==> src/rtl/rc4_key_scheduler_if.sv <==
`default_nettype none
// ============================================================================
//  Module      : rc4_key_scheduler_if
//  Description : Scheduler <-> decrypt-core bundle: chunk requests, per-core
//                status and found keys, one-hot grants with the key range,
//                and the global halt.
//  Revision    : 1.0  initial release
// ============================================================================
interface rc4_key_scheduler_if #(
  parameter int NUM_CORES = 4,
  parameter int KEY_WIDTH = 24
);
  logic [NUM_CORES-1:0]           req;
  logic [NUM_CORES-1:0]           core_idle;
  logic [NUM_CORES-1:0]           core_found;
  logic [NUM_CORES*KEY_WIDTH-1:0] core_key;
  logic [NUM_CORES-1:0]           grant;
  logic [KEY_WIDTH-1:0]           grant_first;
  logic [KEY_WIDTH-1:0]           grant_last;
  logic                           halt;

  // Scheduler side: consumes core status, hands out chunks.
  modport master (
    input  req, core_idle, core_found, core_key,
    output grant, grant_first, grant_last, halt
  );

  // Core side: raises requests and status, receives chunks.
  modport slave (
    output req, core_idle, core_found, core_key,
    input  grant, grant_first, grant_last, halt
  );
endinterface
`default_nettype wire

==> src/rtl/rc4_key_scheduler.sv <==
`default_nettype none
// ============================================================================
//  Module      : rc4_key_scheduler
//  Description : Hands RC4 key-space chunks of 2**CHUNK_LOG2 keys to
//                NUM_CORES cores round-robin, watches per-core found/idle
//                status, latches the winning key and raises halt.
//                Optional macro RC4_SCHED_STATS_EN adds chunks_issued_o and
//                search_cycles_o saturating counters.
//  Revision    : 1.0  initial release
// ============================================================================
module rc4_key_scheduler #(
  parameter int                   NUM_CORES  = 4,
  parameter int                   KEY_WIDTH  = 24,
  parameter logic [KEY_WIDTH-1:0] KEY_MAX    = 24'h3FFFFF,
  parameter int                   CHUNK_LOG2 = 12
) (
  input  wire logic                 clock_i,
  input  wire logic                 reset_i,
  input  wire logic                 start_i,
  rc4_key_scheduler_if.master       core_if,
  output logic                      found_o,
  output logic                      not_found_o,
  output logic [KEY_WIDTH-1:0]      result_key_o,
  output logic                      busy_o
`ifdef RC4_SCHED_STATS_EN
  ,
  output logic [KEY_WIDTH-CHUNK_LOG2:0] chunks_issued_o,
  output logic [31:0]                   search_cycles_o
`endif
);

  localparam int PTR_W  = (NUM_CORES > 1) ? $clog2(NUM_CORES) : 1;
  // One extra bit so stepping past KEY_MAX can never wrap back into range.
  localparam int BASE_W = KEY_WIDTH + 1;
  localparam logic [BASE_W-1:0] C_CHUNK   = BASE_W'(1) << CHUNK_LOG2;
  localparam logic [BASE_W-1:0] C_KEY_MAX = {1'b0, KEY_MAX};

  typedef enum logic [2:0] {
    S_IDLE      = 3'd0,
    S_DISPATCH  = 3'd1,
    S_DRAIN     = 3'd2,
    S_FOUND     = 3'd3,
    S_EXHAUSTED = 3'd4
  } state_t;

  state_t               state_q,       state_d;
  logic [BASE_W-1:0]    next_base_q,   next_base_d;
  logic [PTR_W-1:0]     rr_ptr_q,      rr_ptr_d;
  logic [NUM_CORES-1:0] grant_q,       grant_d;
  logic [KEY_WIDTH-1:0] grant_first_q, grant_first_d;
  logic [KEY_WIDTH-1:0] grant_last_q,  grant_last_d;
  logic [KEY_WIDTH-1:0] result_key_q,  result_key_d;

  logic [NUM_CORES-1:0] w_hi_mask;
  logic [NUM_CORES-1:0] w_req_hi;
  logic [NUM_CORES-1:0] w_pick_src;
  logic [NUM_CORES-1:0] w_pick_oh;
  logic [NUM_CORES-1:0] w_found_oh;
  logic [PTR_W-1:0]     w_idx_chain [NUM_CORES+1];
  logic [KEY_WIDTH-1:0] w_key_chain [NUM_CORES+1];
  logic [PTR_W-1:0]     w_pick_idx;
  logic [PTR_W-1:0]     w_rr_next;
  logic [KEY_WIDTH-1:0] w_found_key;
  logic                 w_any_found;
  logic                 w_any_req;
  logic                 w_start_accept;
  logic [BASE_W-1:0]    w_base_step;
  logic [BASE_W-1:0]    w_last_raw;
  logic [KEY_WIDTH-1:0] w_last_clip;

  // Round-robin pick: lowest request at or above rr_ptr, else lowest overall.
  assign w_hi_mask  = ~((NUM_CORES'(1) << rr_ptr_q) - NUM_CORES'(1));
  assign w_req_hi   = core_if.req & w_hi_mask;
  assign w_pick_src = (|w_req_hi) ? w_req_hi : core_if.req;
  assign w_pick_oh  = w_pick_src & (~w_pick_src + NUM_CORES'(1));
  assign w_any_req  = |core_if.req;

  // Lowest-indexed found core owns the result.
  assign w_found_oh  = core_if.core_found & (~core_if.core_found + NUM_CORES'(1));
  assign w_any_found = |core_if.core_found;

  assign w_idx_chain[0] = '0;
  assign w_key_chain[0] = '0;
  for (genvar g = 0; g < NUM_CORES; g++) begin : g_core
    assign w_idx_chain[g+1] = w_idx_chain[g] | (w_pick_oh[g] ? PTR_W'(g) : '0);
    assign w_key_chain[g+1] = w_key_chain[g] |
                              (w_found_oh[g] ? core_if.core_key[g*KEY_WIDTH +: KEY_WIDTH] : '0);
  end

  assign w_pick_idx  = w_idx_chain[NUM_CORES];
  assign w_found_key = w_key_chain[NUM_CORES];
  assign w_rr_next   = w_pick_oh[NUM_CORES-1] ? '0 : w_pick_idx + PTR_W'(1);

  // Chunk bounds; the last key of the final chunk is clipped to KEY_MAX.
  assign w_base_step = next_base_q + C_CHUNK;
  assign w_last_raw  = w_base_step - BASE_W'(1);
  assign w_last_clip = (w_last_raw > C_KEY_MAX) ? KEY_MAX : w_last_raw[KEY_WIDTH-1:0];

  assign w_start_accept = start_i && ((state_q == S_IDLE)  ||
                                      (state_q == S_FOUND) ||
                                      (state_q == S_EXHAUSTED));

  // Next-state and grant decision; found always pre-empts a grant.
  always_comb begin
    state_d       = state_q;
    next_base_d   = next_base_q;
    rr_ptr_d      = rr_ptr_q;
    grant_d       = '0;
    grant_first_d = grant_first_q;
    grant_last_d  = grant_last_q;
    result_key_d  = result_key_q;
    case (state_q)
      S_IDLE, S_FOUND, S_EXHAUSTED: begin
        if (w_start_accept) begin
          state_d     = S_DISPATCH;
          next_base_d = '0;
          rr_ptr_d    = '0;
        end
      end
      S_DISPATCH: begin
        if (w_any_found) begin
          state_d      = S_FOUND;
          result_key_d = w_found_key;
        end else if (w_any_req && (grant_q == '0)) begin
          // A granted core still shows req during its grant pulse, so the
          // cycle after a grant never issues another one.
          grant_d       = w_pick_oh;
          grant_first_d = next_base_q[KEY_WIDTH-1:0];
          grant_last_d  = w_last_clip;
          next_base_d   = w_base_step;
          rr_ptr_d      = w_rr_next;
          if (w_base_step > C_KEY_MAX) begin
            state_d = S_DRAIN;
          end
        end
      end
      S_DRAIN: begin
        if (w_any_found) begin
          state_d      = S_FOUND;
          result_key_d = w_found_key;
        end else if (&core_if.core_idle) begin
          state_d = S_EXHAUSTED;
        end
      end
      default: state_d = S_IDLE;
    endcase
  end

  // State and datapath registers with synchronous reset.
  always_ff @(posedge clock_i) begin
    if (reset_i) begin
      state_q       <= S_IDLE;
      next_base_q   <= '0;
      rr_ptr_q      <= '0;
      grant_q       <= '0;
      grant_first_q <= '0;
      grant_last_q  <= '0;
      result_key_q  <= '0;
    end else begin
      state_q       <= state_d;
      next_base_q   <= next_base_d;
      rr_ptr_q      <= rr_ptr_d;
      grant_q       <= grant_d;
      grant_first_q <= grant_first_d;
      grant_last_q  <= grant_last_d;
      result_key_q  <= result_key_d;
    end
  end

  assign core_if.grant       = grant_q;
  assign core_if.grant_first = grant_first_q;
  assign core_if.grant_last  = grant_last_q;
  assign found_o             = (state_q == S_FOUND);
  assign core_if.halt        = found_o;
  assign not_found_o         = (state_q == S_EXHAUSTED);
  assign result_key_o        = result_key_q;
  assign busy_o              = (state_q == S_DISPATCH) || (state_q == S_DRAIN);

`ifdef RC4_SCHED_STATS_EN
  localparam int CNT_W = KEY_WIDTH - CHUNK_LOG2 + 1;

  logic [CNT_W-1:0] chunks_q, chunks_d;
  logic [31:0]      cycles_q, cycles_d;

  // Saturating grant and busy-cycle counters, cleared by an accepted start.
  always_comb begin
    chunks_d = chunks_q;
    cycles_d = cycles_q;
    if (w_start_accept) begin
      chunks_d = '0;
      cycles_d = '0;
    end else begin
      if ((grant_d != '0) && (chunks_q != {CNT_W{1'b1}})) begin
        chunks_d = chunks_q + CNT_W'(1);
      end
      if (busy_o && (cycles_q != 32'hFFFF_FFFF)) begin
        cycles_d = cycles_q + 32'd1;
      end
    end
  end

  // Statistics registers.
  always_ff @(posedge clock_i) begin
    if (reset_i) begin
      chunks_q <= '0;
      cycles_q <= '0;
    end else begin
      chunks_q <= chunks_d;
      cycles_q <= cycles_d;
    end
  end

  assign chunks_issued_o = chunks_q;
  assign search_cycles_o = cycles_q;
`endif

endmodule
`default_nettype wire
==> src/flat_wrapper.sv <==
// flat-port wrapper written by rule: the top's interface ports become plain ports
module rc4_key_scheduler_flat 
#(
  parameter int                   NUM_CORES  = 4,
  parameter int                   KEY_WIDTH  = 24,
  parameter logic [KEY_WIDTH-1:0] KEY_MAX    = 24'h3FFFFF,
  parameter int                   CHUNK_LOG2 = 12
)
  (clock_i, reset_i, start_i, found_o, not_found_o, result_key_o, busy_o, core_if_req, core_if_core_idle, core_if_core_found, core_if_core_key, core_if_grant, core_if_grant_first, core_if_grant_last, core_if_halt);
  rc4_key_scheduler_if #(.NUM_CORES(NUM_CORES), .KEY_WIDTH(KEY_WIDTH)) core_if_i ();
  input  wire logic clock_i;
  input  wire logic reset_i;
  input  wire logic start_i;
  output logic found_o;
  output logic not_found_o;
  output logic [KEY_WIDTH-1:0] result_key_o;
  output logic busy_o;
  input wire logic [$bits(core_if_i.req)-1:0] core_if_req;
  input wire logic [$bits(core_if_i.core_idle)-1:0] core_if_core_idle;
  input wire logic [$bits(core_if_i.core_found)-1:0] core_if_core_found;
  input wire logic [$bits(core_if_i.core_key)-1:0] core_if_core_key;
  output wire logic [$bits(core_if_i.grant)-1:0] core_if_grant;
  output wire logic [$bits(core_if_i.grant_first)-1:0] core_if_grant_first;
  output wire logic [$bits(core_if_i.grant_last)-1:0] core_if_grant_last;
  output wire logic [$bits(core_if_i.halt)-1:0] core_if_halt;
  assign core_if_i.req = core_if_req;
  assign core_if_i.core_idle = core_if_core_idle;
  assign core_if_i.core_found = core_if_core_found;
  assign core_if_i.core_key = core_if_core_key;
  assign core_if_grant = core_if_i.grant;
  assign core_if_grant_first = core_if_i.grant_first;
  assign core_if_grant_last = core_if_i.grant_last;
  assign core_if_halt = core_if_i.halt;
  rc4_key_scheduler #(.NUM_CORES(NUM_CORES), .KEY_WIDTH(KEY_WIDTH), .KEY_MAX(KEY_MAX), .CHUNK_LOG2(CHUNK_LOG2)) u_core (.clock_i(clock_i), .reset_i(reset_i), .start_i(start_i), .core_if(core_if_i), .found_o(found_o), .not_found_o(not_found_o), .result_key_o(result_key_o), .busy_o(busy_o));
endmodule
==> config.mk <==
export PLATFORM = sky130hd
export DESIGN_NAME = rc4_key_scheduler_flat
export DESIGN_NICKNAME = d
export VERILOG_FILES = /design/src/rtl/rc4_key_scheduler_if.sv /design/src/rtl/rc4_key_scheduler.sv /design/src/flat_wrapper.sv
export SDC_FILE = /design/constraint.sdc
export NUM_CORES = 1
export LEC_CHECK = 0
export CAP_MARGIN = 25
export CORE_AREA = 2 2 100 112
export DETAILED_ROUTE_END_ITERATION = 10
export DIE_AREA = 0 0 102 114
export HOLD_SLACK_MARGIN = 0.12
export PLACE_DENSITY_LB_ADDON = 0.08
export SLEW_MARGIN = 10
export SYNTH_ARGS = -nofsm -noshare
export SYNTH_HDL_FRONTEND = slang
export SYNTH_SLANG_ARGS = --single-unit
export TNS_END_PERCENT = 5
==> constraint.sdc <==
create_clock -name clock_i -period 3.1 [get_ports clock_i]
set_input_delay 0.93 -clock clock_i [delete_from_list [all_inputs] [get_ports clock_i]]
set_output_delay 0.93 -clock clock_i [all_outputs]
set_load 0.01 [all_outputs]
==> run_results.csv, run 1 <==
group,metric,value,unit
status,outcome,"complete, no violations",
pwr,vdd_ir_drop_max,256,µV
grt,grt_max_degree,51,
worst_setup_path,path_cells,"clkdlybuf4s50_1 > or4_1 > buf_4 > o31ai_1 > a32oi_1 > buf_4 > a211oi_1 > nor3_1",
grt,grt_pass1_vias,4534,
final_layout,area_delta_synth_final,48.2,%
route,vias,4642,
worst_hold_path,worstHoldPathType,"flip-flop to flip-flop",
grt,antenna_found_initial,0,
final_layout,fin_nets,855,
pwr,power.switching,0.894,mW
die,rows,40,
route,first_iter_violations,164,
timing,final-hold-violation-count,0,
worst_setup_path,worstSetupStartpointType,"input port",
worst_setup_path,crit_fanout,15,
worst_setup_path,cp_top_family,"buffers and inverters",
worst_setup_path,path_buf_inv,3,
timing,fin_crit_sh,0.883,
yosys,avgSynthCellArea,7.44,µm²
place,preCtsSetupSlack,6.76,ps
die,dieHeight,114,µm
clocking,clock-root-buffer,"clkbuf_16",
route,wl_per_cell,14.9,µm
die,io_pins,191,
clocking,clkLatencyLatePin,340,ps
pwr,power_density,474,nW/µm²
pwr,combPwrFrac,0.286,
worst_setup_path,worstPathArrival,2960,ps
final_layout,final_cell_mix,"clkdlybuf4s50_1 (177), nor2_1 (104), dfxtp_1 (71), nand2_1 (61), a21oi_1 (57)",
clocking,cts_tree,"yes",
die,die_area,11600,µm²
timing,relSlewSlack,0.597,
yosys,synth_warnings,0,
place,gp_congestion,0.883,
clocking,post_cts_resized,0,
die,core_area,10600,µm²
timing,fin_crit,2740,ps
timing,setup_ws,363,ps
yosys,async_reset_ff_frac,0,
route,routed-wl-met2,6860,µm
route,ant_nets,0,
clocking,cts_made_buffers,9,
pwr,switching_share,0.288,
clocking,holdBufCountCts,0,
pwr,leakagePower,2.41,nW
final_layout,post-route-cell-area,6550,µm²
route,drc,0,
die,start_util,0.416,
worst_setup_path,critPathKind,"input port to flip-flop",
grt,overflow,0,
final_layout,drive_gt1_frac,0.0752,
grt,grt_pass1_wl,21400,µm
die,fp.dieW,102,µm
pwr,power.internal,2.21,mW
final_layout,num_antenna_cells,0,
yosys,syn_inst,594,
timing,finalClockSkew,6.97,ps
yosys,ys_ff_latch,71,
pwr,clkPwrFrac,0.359,
route,wl_met3,766,µm
yosys,synth_edf_count,0,
route,vias_per_cell,5.20,
timing,tns,0,ps
clocking,htree_levels,3,
route,drt-total-wl,13300,µm
worst_setup_path,crit_path_end_kind,"flip-flop",
clocking,cts_sinks,71,
timing,tightestPinTransition,604,ps
place,port_buffers,178,
timing,final-setup-viol-count,0,
worst_setup_path,cp_slowest_stage_delay,600,ps
pwr,power_frac_seq,0.355,
worst_setup_path,required,3320,ps
route,top_layer,"met4",
grt,grt_usage,0.231,
yosys,synth.yosys.seq_area_share,0.322,
final_layout,final_common_cell,"clkdlybuf4s50_1",
yosys,synth_ff_type,"dfxtp_1",
yosys,yosysUniqueCellTypes,60,
place,placed_area,6220,µm²
yosys,syn-cell-area,4420,µm²
timing,max_freq,365,MHz
timing,slew_violations,0,
timing,rsz0062_at_grt,"no",
place,place_hpwl,10100,µm
clocking,cts_buffer_depth,2,
run,drv_cap,0,
clocking,clkSlewWorstSetupHoldPaths,60,ps
worst_setup_path,cpMostUsedCell,"buf_4",
route,dr.pass1.iters,4,
route,m1WireLength,5450,µm
clocking,cts_setup_buffers,0,
timing,whs,452,ps
worst_setup_path,cpMaxStageDelayCell,"or4_1",
## worst reg2reg max path, stage by stage (launching register included)
cell	delay, ps
dfxtp_1	310
ha_1	330
a211o_1	380
a2111oi_4	380
o22ai_2	160
or4_4	550
a21oi_4	310
a31oi_1	140
## final timing paths
kind	from	endpoint	slack [ps]	cells after the start
worst min register to register	u_core.core_if.grant_first[19]	u_core.core_if.grant_first[19]	450	2
worst min-delay path	u_core.core_if.grant_first[19]	u_core.core_if.grant_first[19]	450	2
worst max-delay path	core_if_core_found[0]	u_core.next_base_q[19]	360	8
worst max register to register	u_core.next_base_q[12]	u_core.core_if.grant_last[21]	400	7
## power groups by stage
stage / clock [mW] / combinational, mW / sequential [mW]
final: 1.11 / 0.887 / 1.10
after global routing: 1.17 / 0.970 / 1.12
after CTS: 1.13 / 0.896 / 1.10
after detailed placement: 0 / 0.892 / 1.12
after global placement: 0 / 0.886 / 1.12
after floorplan: 0 / 0.400 / 1.14
## stage by stage
step            util  instances  power [mW]
2_1_floorplan      -        605        1.54
3_3_place_gp   0.587        876        2.00
3_5_place_dp   0.587        876        2.01
4_1_cts        0.617        892        3.13
5_1_grt        0.617        892        3.26
6_report       0.617        892        3.10
## cells by family after synthesis
group | synth area share
AND/OR/NAND/NOR | 0.245
AO/OA/AOI/OAI | 0.284
buffers and inverters | 0.105
flip-flops | 0.322
XOR/XNOR | 0.0297
adder cells (fa/ha/maj) | 0.0113
other | 0.000849
multiplexers | 0.00227
## state kept, by name (all words and copies together) (netlist names)
name / flops
u_core.core_if.grant: 4
u_core.core_if.grant_first: 12
u_core.core_if.grant_last: 13
u_core.result_key_o: 24
u_core.state_q: 3
u_core.rr_ptr_q: 2
u_core.next_base_q: 13
## cell type report
class	count	area (µm²)
timing repair buffer	203	2000
inverter	7	26.3
fill	991	4060
sequential	71	1420
clock inverter	7	97.6
tap	147	184
clock buffer	9	225
multi-input combinational	448	2590
## cell usage after synthesis (3+ instances only)
library cell	n	area, µm²
a211oi_1	26	195
a21oi_1	57	285
a221oi_1	25	219
a31oi_1	16	100
a32oi_1	3	26.3
and3_1	3	18.8
buf_1	4	15.0
buf_2	9	45.0
buf_4	25	188
buf_6	4	45.0
clkbuf_1	36	135
dfxtp_1	71	1420
ha_1	4	50.1
inv_1	6	22.5
nand2_1	61	229
nand2b_1	3	18.8
nand3_1	8	40.0
nand4_1	5	31.3
nor2_1	105	394
nor2b_1	7	43.8
nor3_1	7	35.0
nor4_1	3	18.8
o211ai_1	4	30.0
o21ai_0	13	65.1
o21ai_1	9	45.0
o21bai_1	11	82.6
o31ai_1	5	37.5
or3_1	8	50.1
or4_1	4	30.0
xnor2_1	13	114
## layer usage
metal  vias to the layer above  track usage
met5                         -            0
met4                         0       0.0889
met3                        14       0.0558
met2                       140        0.412
met1                      2109        0.262
li1                       2379            -
Note: power is estimated with default switching activity, not from simulation.
==> run 2: changes to the inputs <==
--- a/config.mk
+++ b/config.mk
@@ -10,7 +10,7 @@
 export DETAILED_ROUTE_END_ITERATION = 10
 export DIE_AREA = 0 0 102 114
 export HOLD_SLACK_MARGIN = 0.12
-export PLACE_DENSITY_LB_ADDON = 0.08
+export PLACE_DENSITY = 0.86
 export SLEW_MARGIN = 10
 export SYNTH_ARGS = -nofsm -noshare
 export SYNTH_HDL_FRONTEND = slang
==> constraint.sdc (replaced) <==
create_clock -name clock_i -period 3 [get_ports clock_i]
set_input_delay 0.9 -clock clock_i [delete_from_list [all_inputs] [get_ports clock_i]]
set_output_delay 0.9 -clock clock_i [all_outputs]
set_load 0.01 [all_outputs]
==> run 2 against run 1 <==
Net effect:
- first-iteration DRC count increased by 1.2%
- clock skew up 0.80 ps
- global-route usage down 0.75 points
- combinational power is 3.2% higher
- clock power about the same
- final area is 0.52% lower
- die area did not move
- largest cell class unchanged
==> run_results.csv, run 2 (same netlist as run 1, synthesis figures left out) <==
group,metric,value,unit
grt,grt_pass1_vias,4530,
pwr,switching_share,0.288,
worst_setup_path,reg2reg_from,"u_core.next_base_q[13]",
final_layout,post-route-cell-area,6510,µm²
timing,rsz0062_at_grt,"no",
status,outcome,"complete, no violations",
clocking,cts_setup_buffers,0,
place,preCtsSetupSlack,-53.5,ps
final_layout,area_delta_synth_final,47.4,%
place,gp_congestion,0.933,
clocking,cts_tree,"yes",
worst_setup_path,path_cells,"clkdlybuf4s50_1 > or4_1 > nor3_2 > nand3_1 > buf_4 > or3_1 > a21oi_1",
timing,final-hold-violation-count,0,
place,port_buffers,178,
pwr,clkPwrFrac,0.347,
worst_setup_path,startpoint,"core_if_core_found[0]",
timing,setup_ws,277,ps
final_layout,final_common_cell,"clkdlybuf4s50_1",
route,ant_nets,0,
place,placed_area,6200,µm²
pwr,power_frac_seq,0.363,
grt,grt_pass1_wl,20800,µm
route,wl_per_cell,14.5,µm
worst_hold_path,worstHoldPathType,"flip-flop to flip-flop",
die,dieHeight,114,µm
clocking,cts_buffer_depth,2,
route,vias_per_cell,5.29,
route,drt-total-wl,12900,µm
run,drv_cap,0,
timing,final-setup-viol-count,0,
worst_setup_path,required,3260,ps
die,fp.dieW,102,µm
die,io_pins,191,
pwr,combPwrFrac,0.291,
route,drc,0,
route,first_iter_violations,166,
pwr,power.internal,2.24,mW
die,die_area,11600,µm²
die,core_area,10600,µm²
timing,relSlewSlack,0.360,
worst_setup_path,crit_path_end_kind,"flip-flop",
worst_setup_path,cp_slowest_stage_delay,610,ps
worst_hold_path,hold_start,"u_core.core_if.grant_first[16]",
die,start_util,0.416,
die,rows,40,
grt,overflow,0,
timing,finalClockSkew,7.77,ps
grt,grt_max_degree,56,
pwr,power.switching,0.908,mW
clocking,htree_levels,3,
timing,tightestPinTransition,959,ps
worst_setup_path,path_buf_inv,2,
clocking,post_cts_resized,0,
clocking,holdBufCountCts,0,
final_layout,drive_gt1_frac,0.0739,
pwr,vdd_ir_drop_max,260,µV
worst_setup_path,worstSetupStartpointType,"input port",
place,place_hpwl,10100,µm
pwr,leakagePower,2.40,nW
clocking,clock-root-buffer,"clkbuf_16",
timing,fin_crit,2720,ps
worst_setup_path,crit_fanout,11,
worst_setup_path,cp_top_family,"simple AND/OR/NAND/NOR gates",
worst_setup_path,critPathKind,"input port to flip-flop",
route,dr.pass1.iters,4,
timing,slew_violations,0,
worst_setup_path,worstPathArrival,2980,ps
clocking,cts_made_buffers,9,
grt,grt_usage,0.223,
final_layout,num_antenna_cells,0,
clocking,clkSlewWorstSetupHoldPaths,60,ps
final_layout,fin_nets,854,
clocking,clkLatencyLatePin,340,ps
pwr,power_density,483,nW/µm²
route,vias,4713,
final_layout,final_cell_mix,"clkdlybuf4s50_1 (177), nor2_1 (104), dfxtp_1 (71), nand2_1 (61), a21oi_1 (57)",
timing,max_freq,367,MHz
timing,fin_crit_sh,0.908,
worst_setup_path,cpMaxStageDelayCell,"or4_1",
final_layout,largest_reg_flops,24,
grt,antenna_found_initial,0,
clocking,cts_sinks,71,
## run 2: metrics by stage
step | setup TNS, ps | util | hold slack (ps) | instances | power [mW]
2_1_floorplan | 0 | - | 476 | 605 | 1.60
3_3_place_gp | -19.7 | 0.585 | 448 | 875 | 2.05
3_5_place_dp | -201 | 0.585 | 455 | 875 | 2.08
4_1_cts | 0 | 0.614 | 463 | 891 | 3.17
5_1_grt | 0 | 0.614 | 483 | 891 | 3.30
6_report | 0 | 0.614 | 457 | 891 | 3.15
## run 2: power by group through the flow
stage                     Sequential [mW]  Combinational (mW)  Clock, mW
after floorplan                      1.18               0.413          0
after global placement               1.16               0.897          0
after detailed placement             1.16               0.919          0
after CTS                            1.14               0.922       1.10
after global routing                 1.16               0.995       1.14
final                                1.14               0.915       1.09
## run 2: path summary, 6_finish.rpt
path / to / slack, ps / depth (start not counted)
min reg2reg: u_core.core_if.grant_first[16] / 460 / 2
max reg2reg: u_core.core_if.grant_last[20] / 350 / 8
min: u_core.core_if.grant_first[16] / 460 / 2
max: u_core.next_base_q[15] / 280 / 7
## run 2: layout make-up
cell class	count	area, µm²
fill	934	4100
multi-input combinational	448	2590
timing repair buffer	202	1980
sequential	71	1420
clock buffer	11	253
tap	147	184
clock inverter	5	56.3
inverter	7	26.3
## run 2: layer usage
metal / wire length (µm) / GRT usage
met5: 0 / 0
met4: 276 / 0.0782
met2: 6910 / 0.416
met1: 4950 / 0.241
met3: 773 / 0.0558
## run 2: worst register-to-register path, cell delays in order, from the launching register on
cell and delay [ps]:
dfxtp_1 330, ha_1 340, buf_4 220, nand4_2 140, nor2_1 320, o22ai_2 180
or4_4 560, a21oi_4 290, a31oi_1 140
==> run 3: changes to the inputs <==
--- a/config.mk
+++ b/config.mk
@@ -6,9 +6,9 @@
 export NUM_CORES = 1
 export LEC_CHECK = 0
 export CAP_MARGIN = 25
-export CORE_AREA = 2 2 100 112
+export CORE_AREA = 2 2 94 119
 export DETAILED_ROUTE_END_ITERATION = 10
-export DIE_AREA = 0 0 102 114
+export DIE_AREA = 0 0 96 121
 export HOLD_SLACK_MARGIN = 0.12
 export PLACE_DENSITY = 0.86
 export SLEW_MARGIN = 10
==> run 3 against run 2 <==
Net effect:
- clock power up 14%
- maximum frequency about the same
- setup slack about the same
- hold slack worse by 2.2 ps
- critical path type unchanged
==> run_results.csv, run 3 (same netlist as run 1, synthesis figures left out) <==
group,metric,value,unit
pwr,leakagePower,2.42,nW
place,gp_congestion,0.911,
die,fp.dieW,96,µm
worst_setup_path,worstSetupStartpointType,"input port",
worst_setup_path,crit_fanout,15,
worst_setup_path,cp_slowest_stage_delay,590,ps
worst_hold_path,hold_start,"u_core.core_if.grant_first[12]",
place,placed_area,6190,µm²
grt,grt_pass1_vias,4595,
final_layout,final_cell_mix,"clkdlybuf4s50_1 (177), nor2_1 (104), dfxtp_1 (71), nand2_1 (61), a21oi_1 (57)",
timing,fin_crit_sh,0.908,
grt,overflow,0,
timing,slew_violations,0,
route,vias_per_cell,5.55,
clocking,clkSlewWorstSetupHoldPaths,60,ps
pwr,power_frac_seq,0.347,
final_layout,post-route-cell-area,6540,µm²
worst_setup_path,cpMaxStageDelayCell,"or4_1",
worst_setup_path,critPathKind,"input port to flip-flop",
die,dieHeight,121,µm
pwr,power.total,3.30,mW
timing,rsz0062_at_grt,"no",
clocking,cts_tree,"yes",
worst_setup_path,cpMostUsedCell,"buf_4",
die,rows,42,
worst_setup_path,startpoint,"core_if_core_found[0]",
final_layout,final_common_cell,"clkdlybuf4s50_1",
place,port_buffers,178,
pwr,combPwrFrac,0.278,
worst_setup_path,required,3180,ps
worst_setup_path,path_cells,"clkdlybuf4s50_1 > or4_1 > buf_4 > o31ai_1 > a32oi_1 > buf_4 > a211oi_1 > nor3_1",
grt,antenna_found_initial,0,
place,preCtsSetupSlack,-77.7,ps
pwr,power.switching,0.912,mW
die,core_area,10500,µm²
grt,grt_usage,0.229,
timing,max_freq,367,MHz
run,drv_cap,0,
die,die_area,11600,µm²
clocking,cts_buffer_depth,2,
worst_setup_path,crit_path_end_kind,"flip-flop",
place,place_hpwl,10300,µm
timing,tightestPinTransition,1010,ps
final_layout,fin_util,0.625,
clocking,holdBufCountCts,0,
die,start_util,0.422,
pwr,switching_share,0.276,
clocking,htree_levels,3,
route,ant_nets,0,
final_layout,fin_nets,855,
worst_setup_path,cp_top_family,"buffers and inverters",
clocking,cts_made_buffers,9,
clocking,cts_setup_buffers,0,
worst_setup_path,reg2reg_from,"u_core.next_base_q[12]",
status,outcome,"complete, no violations",
clocking,cts_sinks,71,
pwr,power.internal,2.39,mW
route,first_iter_violations,201,
grt,grt_max_degree,60,
final_layout,num_antenna_cells,0,
worst_setup_path,worstPathArrival,2900,ps
clocking,clkLatencyLatePin,340,ps
grt,grt_pass1_wl,21100,µm
route,drc,0,
clocking,post_cts_resized,0,
timing,setup_ws,276,ps
route,vias,4867,
worst_setup_path,path_buf_inv,3,
timing,final-setup-viol-count,0,
route,drt-total-wl,13200,µm
pwr,vdd_ir_drop_max,250,µV
timing,fin_crit,2720,ps
timing,relSlewSlack,0.324,
die,io_pins,191,
route,wl_per_cell,15.1,µm
worst_hold_path,worstHoldPathType,"flip-flop to flip-flop",
pwr,clkPwrFrac,0.375,
timing,final-hold-violation-count,0,
final_layout,largest_reg_flops,24,
timing,finalClockSkew,4.47,ps
clocking,clock-root-buffer,"clkbuf_16",
pwr,power_density,504,nW/µm²
final_layout,area_delta_synth_final,48.0,%
final_layout,drive_gt1_frac,0.0752,
route,dr.pass1.iters,6,
[run 3: worst paths after layout]
check | to | slack (ps) | cells past startpoint
setup / recovery | u_core.next_base_q[19] | 280 | 8
hold reg to reg | u_core.core_if.grant_first[12] | 450 | 2
hold / removal | u_core.core_if.grant_first[12] | 450 | 2
setup reg to reg | u_core.core_if.grant_last[20] | 320 | 8
[run 3: power groups by stage]
stage / Combinational [mW] / Clock (mW) / Sequential (mW)
final: 0.916 / 1.24 / 1.15
after global routing: 0.997 / 1.29 / 1.16
after CTS: 0.922 / 1.26 / 1.14
after detailed placement: 0.919 / 0 / 1.16
after global placement: 0.899 / 0 / 1.16
after floorplan: 0.413 / 0 / 1.18
[run 3: routing by layer]
metal | GRT usage | up-vias | share of wire
met3 | 0.0596 | 34 | 0.070
met5 | 0 | - | 0
li1 | - | 2376 | -
met2 | 0.409 | 227 | 0.53
met4 | 0.0938 | 0 | 0.031
met1 | 0.250 | 2230 | 0.37
[run 3: final cells by class]
type | instances | area, µm²
fillers | 884 | 3920
multi-input cells | 448 | 2590
repair buffers | 203 | 1990
flip-flops and latches | 71 | 1420
clock buffers | 10 | 239
well taps | 132 | 165
clock inverters | 6 | 108
inverters | 7 | 26.3
[run 3: tightest hold or removal path, stage by stage, from the launching register on]
cell	delay, ps
dfxtp_1	300
nand2_1	50
a21oi_1	50
[run 3: metrics by stage]
| stage | setup TNS (ps) | cells | hold slack, ps |
|---|---|---|---|
| global placement | -45.2 | 861 | 447 |
| CTS | 0 | 877 | 455 |
| detailed placement | -397 | 861 | 447 |
| global route | 0 | 877 | 470 |
| finish | 0 | 877 | 455 |
| floorplan | 0 | 605 | 476 |
